**config.mk**
```make
export PLATFORM = sky130hd
export DESIGN_NAME = vm2_board_ctrl
export DESIGN_NICKNAME = d
export VERILOG_FILES = /design/src/rtl/vm2_board_ctrl.sv
export SDC_FILE = /design/constraint.sdc
export NUM_CORES = 1
export LEC_CHECK = 0
export BUFFER_PORTS_ARGS = -buffer_cell sky130_fd_sc_hd__buf_4
export CORE_UTILIZATION = 40
export CTS_CLUSTER_SIZE = 25
export DETAILED_ROUTE_END_ITERATION = 8
export PLACE_DENSITY = 0.8
export SLEW_MARGIN = 10
export SYNTH_ARGS = -nofsm -noshare
export SYNTH_HDL_FRONTEND = slang
export SYNTH_SLANG_ARGS = --single-unit
```
**constraint.sdc**
```tcl
create_clock -name clk_p -period 3.1 [get_ports clk_p]
set_clock_uncertainty 0.15 [all_clocks]
set_input_delay 0.31 -clock clk_p [delete_from_list [all_inputs] [get_ports clk_p]]
set_output_delay 0.31 -clock clk_p [all_outputs]
set_load 0.02 [all_outputs]
```
**src/rtl/vm2_board_ctrl.sv**
```systemverilog
// vm2_board_ctrl: 1801VM2 board glue - slow clock enable, shadow decode, ROM ack, vectors, timer.
// Optional bus-timeout ack enabled by defining BUS_TIMEOUT_EN.
module vm2_board_ctrl #(
  parameter int unsigned SLOW_DIV = 22,
  parameter logic [3:0]  ROM_PAGE = 4'b1110,
  parameter logic [3:0]  RAM_PAGE = 4'b1111,
  parameter int unsigned ROM_WAIT = 1,
  parameter int unsigned DEB_LEN  = 2,
  parameter logic [15:0] STARTUP  = 16'o140001,
  parameter int unsigned TMO      = 64
) (
  input  logic        clk_p,
  input  logic        dclo,
  input  logic        cpuslow,
  output logic        clk_ena,
  input  logic [16:0] cpu_adr,
  input  logic        cpu_cyc,
  input  logic        cpu_stb,
  input  logic        cpu_gnt,
  output logic        rom_stb,
  output logic        sysram_stb,
  input  logic [15:0] rom_dat_i,
  input  logic [15:0] bus_dat_i,
  output logic [15:0] cpu_dat_i,
  input  logic        global_ack,
  output logic        cpu_ack,
  input  logic        una,
  input  logic [15:0] ivec,
  input  logic        cpu_istb,
  input  logic        iack,
  output logic [15:0] vector,
  output logic        istb,
  output logic        vack,
  input  logic        timer_50,
  input  logic        timer_button,
  output logic        evnt,
  output logic        timer_status,
  output logic        bus_err
);

  logic [7:0] cnt;

  always_ff @(posedge clk_p) begin
    if (dclo)
      cnt <= '0;
    else if (cnt == 8'(SLOW_DIV - 1))
      cnt <= '0;
    else
      cnt <= cnt + 8'd1;
  end

  assign clk_ena = ~cpuslow | (cnt == 8'd0);

  logic rom_sel;
  logic ram_sel;

  assign rom_sel    = cpu_cyc & cpu_stb
                    & (cpu_adr[16:13] == ROM_PAGE);
  assign ram_sel    = cpu_cyc & cpu_stb
                    & (cpu_adr[16:13] == RAM_PAGE);
  assign rom_stb    = rom_sel;
  assign sysram_stb = ram_sel;
  assign cpu_dat_i  = rom_sel ? rom_dat_i : bus_dat_i;

  typedef enum logic [1:0] {
    R_IDLE,
    R_WAIT,
    R_ACK
  } rom_st_t;

  rom_st_t    rom_st;
  logic [3:0] wcnt;
  logic       rom_ack;
  logic       rom_ack_v;

  // wcnt==1 ends WAIT so the ack lands ROM_WAIT+1 cycles after the strobe
  always_ff @(posedge clk_p) begin
    if (dclo) begin
      rom_st  <= R_IDLE;
      wcnt    <= '0;
      rom_ack <= 1'b0;
    end else begin
      unique case (rom_st)
        R_IDLE: begin
          if (rom_sel) begin
            wcnt <= 4'(ROM_WAIT);
            if (ROM_WAIT == 0) begin
              rom_st  <= R_ACK;
              rom_ack <= 1'b1;
            end else begin
              rom_st <= R_WAIT;
            end
          end
        end
        R_WAIT: begin
          if (!rom_sel) begin
            rom_st <= R_IDLE;
          end else if (wcnt <= 4'd1) begin
            rom_st  <= R_ACK;
            rom_ack <= 1'b1;
          end else begin
            wcnt <= wcnt - 4'd1;
          end
        end
        R_ACK: begin
          if (!rom_sel) begin
            rom_st  <= R_IDLE;
            rom_ack <= 1'b0;
          end
        end
        default: begin
          rom_st  <= R_IDLE;
          rom_ack <= 1'b0;
        end
      endcase
    end
  end

  assign rom_ack_v = rom_ack & rom_sel;

  logic tmo_ack;

`ifdef BUS_TIMEOUT_EN
  logic [9:0] tcnt;
  logic       busy;
  logic       tmo_hit;

  assign busy    = cpu_cyc & cpu_stb;
  assign tmo_hit = busy & cpu_gnt & ~global_ack & ~rom_ack_v
                 & (tcnt == 10'(TMO - 1));

  always_ff @(posedge clk_p) begin
    if (dclo || !busy || global_ack || rom_ack_v)
      tcnt <= '0;
    else if (cpu_gnt)
      tcnt <= tmo_hit ? 10'd0 : tcnt + 10'd1;
  end

  assign tmo_ack = tmo_hit;
  assign bus_err = tmo_hit;
`else
  logic [10:0] unused_tmo;

  assign unused_tmo = {cpu_gnt, 10'(TMO)};
  assign tmo_ack    = 1'b0;
  assign bus_err    = 1'b0;
`endif

  logic [12:0] unused_adr;

  assign unused_adr = cpu_adr[12:0];
  assign cpu_ack    = global_ack | rom_ack_v | tmo_ack;

  assign vector = una ? STARTUP : ivec;
  assign istb   = cpu_istb & ~una;
  assign vack   = iack | una;

  logic [2:0]         t_sy;
  logic [1:0]         b_sy;
  logic [DEB_LEN-1:0] deb;
  logic [DEB_LEN-1:0] deb_nx;
  logic               tbevent;
  logic               tick;
  logic               tstat;

  assign tick   = t_sy[1] & ~t_sy[2];
  assign deb_nx = DEB_LEN'({deb, b_sy[1]});

  // tbevent latches a toggle until the button is seen fully released
  always_ff @(posedge clk_p) begin
    if (dclo) begin
      t_sy    <= '0;
      b_sy    <= '0;
      deb     <= '0;
      tbevent <= 1'b0;
      tstat   <= 1'b1;
    end else begin
      t_sy <= {t_sy[1:0], timer_50};
      b_sy <= {b_sy[0], timer_button};
      if (tick) begin
        deb <= deb_nx;
        if ((&deb_nx) && !tbevent) begin
          tstat   <= ~tstat;
          tbevent <= 1'b1;
        end else if (~|deb_nx) begin
          tbevent <= 1'b0;
        end
      end
    end
  end

  assign timer_status = tstat;
  assign evnt         = t_sy[1] & tstat;

endmodule

```
==> Word level (Yosys, flattened, before mapping) <==
Index checks and enable logic that the tools add are counted.
{ "op_classes": {"bitwise_logic": 15, "addsub": 2, "n_eq_ne": 12, "order_cmp": 1, "n_mux": 17, "n_reduce_logical": 13} }
{ "ops": {"columns": ["cell", "count"], "rows": [
  ["two-way mux 16 bit", 2],
  ["two-way mux 4 bit", 3],
  ["!= test 2 bit (second input constant)", 6],
  ["adder 8 x 1 -> 8 bit (second input constant)", 1],
  ["== test 4 bit (second input constant)", 2],
  ["== test 8 x 5 -> 1 bit (second input constant)", 1],
  ["zero test 8 bit", 1],
  ["two-way mux 2 bit", 4],
  ["one-hot mux 4 bit (2 select lines)", 1],
  ["AND reduction 4 bit", 2],
  ["bitwise AND 1 bit", 7],
  ["one-hot mux 2 bit (3 select lines)", 1],
  ["AND reduction 2 bit", 3],
  ["two-way mux 1 bit", 5],
  ["NOT 1 bit", 5],
  ["less-or-equal comparator 4 x 1 -> 1 bit (second input constant)", 1],
  ["OR reduction 2 bit", 2],
  ["subtractor 4 x 1 -> 4 bit (second input constant)", 1],
  ["!= test 3 bit (second input constant)", 1],
  ["OR 1 bit", 3],
  ["one-hot mux 1 bit (3 select lines)", 1],
  ["AND reduction 3 bit", 1],
  ["== test 2 x 1 -> 1 bit (second input constant)", 1],
  ["== test 2 bit (second input constant)", 1],
  ["other kinds (4)", 4]
]} }
{ "word_totals": {"inputBits": 77, "out_inout_bits": 41, "reg_bits": 23, "elab_cells": 69} }

==> Depth between registers and ports, before layout <==
{ "depth": {"word_depth": 4, "mapped_depth": 6, "depth_no_buf": 6} }

==> Least setup slack after synthesis <==
Ideal clock, no wire load.
{ "synth_path": {"kind": "input to output", "startpoint": "input port cpu_adr[14]", "endpoint": "output port cpu_dat_i[10]", "stages": 4, "arrival_ns": 1.292, "required_ns": 2.640, "slack_ns": 1.348, "cell_sequence": "nand3_1 nor3_1 buf_2 mux2_2"} }
{ "synth_between": {"elab_chain_cells": 3} }
{ "synth_rtl": {"columns": ["element", "line_no", "text"], "rows": [
  ["start: declaration", "16", "input logic [16:0] cpu_adr,"],
  ["== test 4 bit", "58", "& (cpu_adr[16:13] == ROM_PAGE);"],
  ["bitwise AND 1 bit", "58", null],
  ["via rom_stb", "20", "output logic rom_stb,"],
  ["two-way mux 16 bit", "63", "assign cpu_dat_i = rom_sel ? rom_dat_i : bus_dat_i;"],
  ["end: declaration", "24", "output logic [15:0] cpu_dat_i,"]
]} }
The timed path passes the listed nets, and every way through them passes these cells.

==> Final worst setup path <==
{ "layout_path": {"startpoint": "input port cpu_cyc", "endpoint": "output port cpu_dat_i[8]"} }
{ "layout_between": {"elab_chain_cells": 3} }
{ "layout_rtl": {"columns": ["element", "line_no", "text"], "rows": [
  ["start: declaration", "17", "input logic cpu_cyc,"],
  ["bitwise AND 1 bit", "57", "assign rom_sel = cpu_cyc & cpu_stb"],
  ["bitwise AND 1 bit", "58", null],
  ["two-way mux 16 bit", "63", null]
]} }
No other way between the ends.

==> flow_metrics.env <==
export IMPL_grt_usage_pct=17.4
export IMPL_placement_io_buffers=102
export IMPL_dieWidth_um=60.8
export IMPL_start_util_pct=41.5
export IMPL_drtAntennaViolNets=0
export IMPL_hold_buffers=0
export IMPL_yosysUniqueCellTypes=42
export IMPL_grt_overflow=0
export IMPL_postCtsSetupRepairBufs=0
export IMPL_r2r_cells=6
export IMPL_viasPerCell=4.72
export IMPL_synth_seq_cells=23
export IMPL_syn_inst=158
export IMPL_diodes=0
export IMPL_clkSlewWorstSetupHoldPaths_ns=0.12
export IMPL_timing_rr_start="wcnt[0]"
export IMPL_area_growth_pct=58.8
export IMPL_min_to="b_sy[0]"
export IMPL_hpwl_um=2810
export IMPL_met2_length_um=1780
export IMPL_syn_area_per_cell_um2=8.77
export IMPL_grt_pass1_wl_um=4840
export IMPL_cts_resized=0
export IMPL_grt_max_degree=19
export IMPL_worst_slew_pin_slew_ns=0.677
export IMPL_powerDensity_mw_per_mm2=288
export IMPL_cts_num_sinks=23
export IMPL_arrival_ns=1.64
export IMPL_fmax_ghz=0.477
export IMPL_cts_root_buf="clkbuf_4"
export IMPL_hold_path_class="in -> reg"
export IMPL_core_area_mm2=0.00334
export IMPL_r2r_slack_ns=1.23
export IMPL_hold_violations=0
export IMPL_dpl_cell_area_mm2=0.00217
export IMPL_r2r_end="wcnt[1]"
export IMPL_p_total_uw=633
export IMPL_synth_warnings=0
export IMPL_worstPathMaxFanout=18
export IMPL_cts_max_path_buffers=2
export IMPL_status="finished, final reports clean"
export IMPL_drt_drc_violations_left=0
export IMPL_insertion_delay_ns=0.31
export IMPL_ios=118
export IMPL_layout_area_seq_um2=460
export IMPL_multi_input_area_um2=858
export IMPL_num_vias=1439
export IMPL_fin_crit_ns=2.10
export IMPL_synth_flop_cell="dfxtp_1"
export IMPL_leakage_nw=1.01
export IMPL_layout_commonest_cell="buf_4"
export IMPL_tns_ns=0
export IMPL_wl_per_cell_um=11.6
export IMPL_grt_setup_unrepaired="false"
export IMPL_num_rows=21
export IMPL_crit_path_end_kind="primary output"
export IMPL_wl_met1_um=1550
export IMPL_stdcell_area_mm2=0.00220
export IMPL_drt_wl_total_um=3550
export IMPL_cts_made_buffers=3
export IMPL_seq_area_frac_synth_pct=33.2
export IMPL_start_kind="input port"
export IMPL_fin_nets=342
export IMPL_max_vdd_ir_drop_mv=0.231
export IMPL_cts_tree="done"
export IMPL_die_h_um=60.8
export IMPL_utilization_pct=65.9
export IMPL_final_max_slew_violation_count=0
export IMPL_wl_met3_um=196
export IMPL_finalSetupViolations=0
export IMPL_highest_layer="met4"
export IMPL_critPathKind="in -> out"
export IMPL_crit_required_ns=2.64
export IMPL_place_congestion=0.753
export IMPL_async_flop_share_pct=0
export IMPL_antenna_found_initial=0
export IMPL_dieArea_mm2=0.00370
export IMPL_timing_final_crit_share_pct=67.7
export IMPL_final_cell_mix="buf_4 (103), nor2b_1 (24), dfxtp_1 (23), mux2_2 (16), nor2_1 (13)"
export IMPL_syn_nets=240
export IMPL_hold_start="timer_button"
export IMPL_drt_pass1_iter_count=4
export IMPL_netlist_area_mm2=0.00139
export IMPL_n_fill_cell=291
export IMPL_htree_levels=1
export IMPL_drt_iter0_markers=21
export IMPL_startpoint="cpu_cyc"
export IMPL_grt_pass1_vias=1121
export IMPL_drv_cap=0
export IMPL_synth_edf_count=0
export IMPL_slew_headroom_pct=54.5
export IMPL_drive_above_1_share_pct=51.0
export IMPL_whs_path_depth=2
==> stage by stage <==
stage	hold WS [ns]	cells	worst slack, ns
global route	0.0662	305	0.934
global placement	0.274	301	1.01
CTS	0.0408	305	1.02
finish	0.0497	305	1.00
detailed placement	0.287	301	1.03
floorplan	0.232	158	1.35
==> cells in the mapped netlist (2+ instances only) <==
cell	instances	area share, %
nor2b_1	24	11
dfxtp_1	23	33
mux2_2	16	13
nor2_1	13	3.5
nand2_1	7	1.9
a21oi_1	6	2.2
inv_1	6	1.6
nand3_1	6	2.2
ha_1	5	4.5
nor3_1	5	1.8
xor2_1	5	3.2
or2_2	4	1.8
o21ai_0	3	1.1
buf_2	2	0.72
clkbuf_8	2	2.0
nand2b_1	2	0.90
nand3b_1	2	1.1
nand4_1	2	0.90
xnor2_1	2	1.3
==> power breakdown <==
group	internal [mW]	leakage [nW]	switching, mW
registers	0.302	0.187	0.00721
logic	0.108	0.801	0.0803
clock network	0.0482	0.0177	0.0871
total	0.458	1.01	0.175
==> cell families after synthesis <==
logic type                 Yosys count  synth area share [%]
and+or+nand+nor                     78                  32.1
DFF                                 23                  33.2
AOI/OAI and AO/OA                   16                  7.32
muxes                               16                  13.0
buffers and inverters               12                  5.15
xor gates and xnor gates             7                  4.43
adders and majority gates            5                  4.52
other                                1                 0.271
==> cell type report <==
type	instances	area share (%)
flip-flops and latches	23	20.9
clock inverters	1	0.228
well taps	46	2.62
repair buffers	103	35.2
clock buffers	3	1.02
inverters	6	1.02
multi-input cells	123	39.0
==> layer usage <==
metal / vias up / GRT usage [%]
met2: 52 / 28.7
met4: 0 / 6.82
met5: - / 0
li1: 737 / -
met1: 646 / 23.6
met3: 4 / 1.49
==> worst max-delay path, cell delays in order <==
cell	delay [ns]
buf_4	0.08
nand3_1	0.12
nor3_2	0.27
buf_4	0.30
mux2_2	0.38
buf_4	0.16
==> registers in the layout (all words and copies together) (netlist names) <==
| register | count |
|---|---|
| rom_ack | 1 |
| b_sy | 2 |
| wcnt | 4 |
| rom_st | 2 |
| timer_status | 1 |
| deb | 1 |
| t_sy | 3 |
| tbevent | 1 |
| cnt | 8 |
==> worst max-delay path by stage <==
stage                         end  slack (ns)
finish               cpu_dat_i[8]        1.00
global route         cpu_dat_i[8]        0.93
CTS                  cpu_dat_i[8]        1.02
detailed placement   cpu_dat_i[8]        1.03
global placement     cpu_dat_i[8]        1.01
floorplan           cpu_dat_i[10]        1.35
No activity file was read; power rests on OpenSTA's default activity.
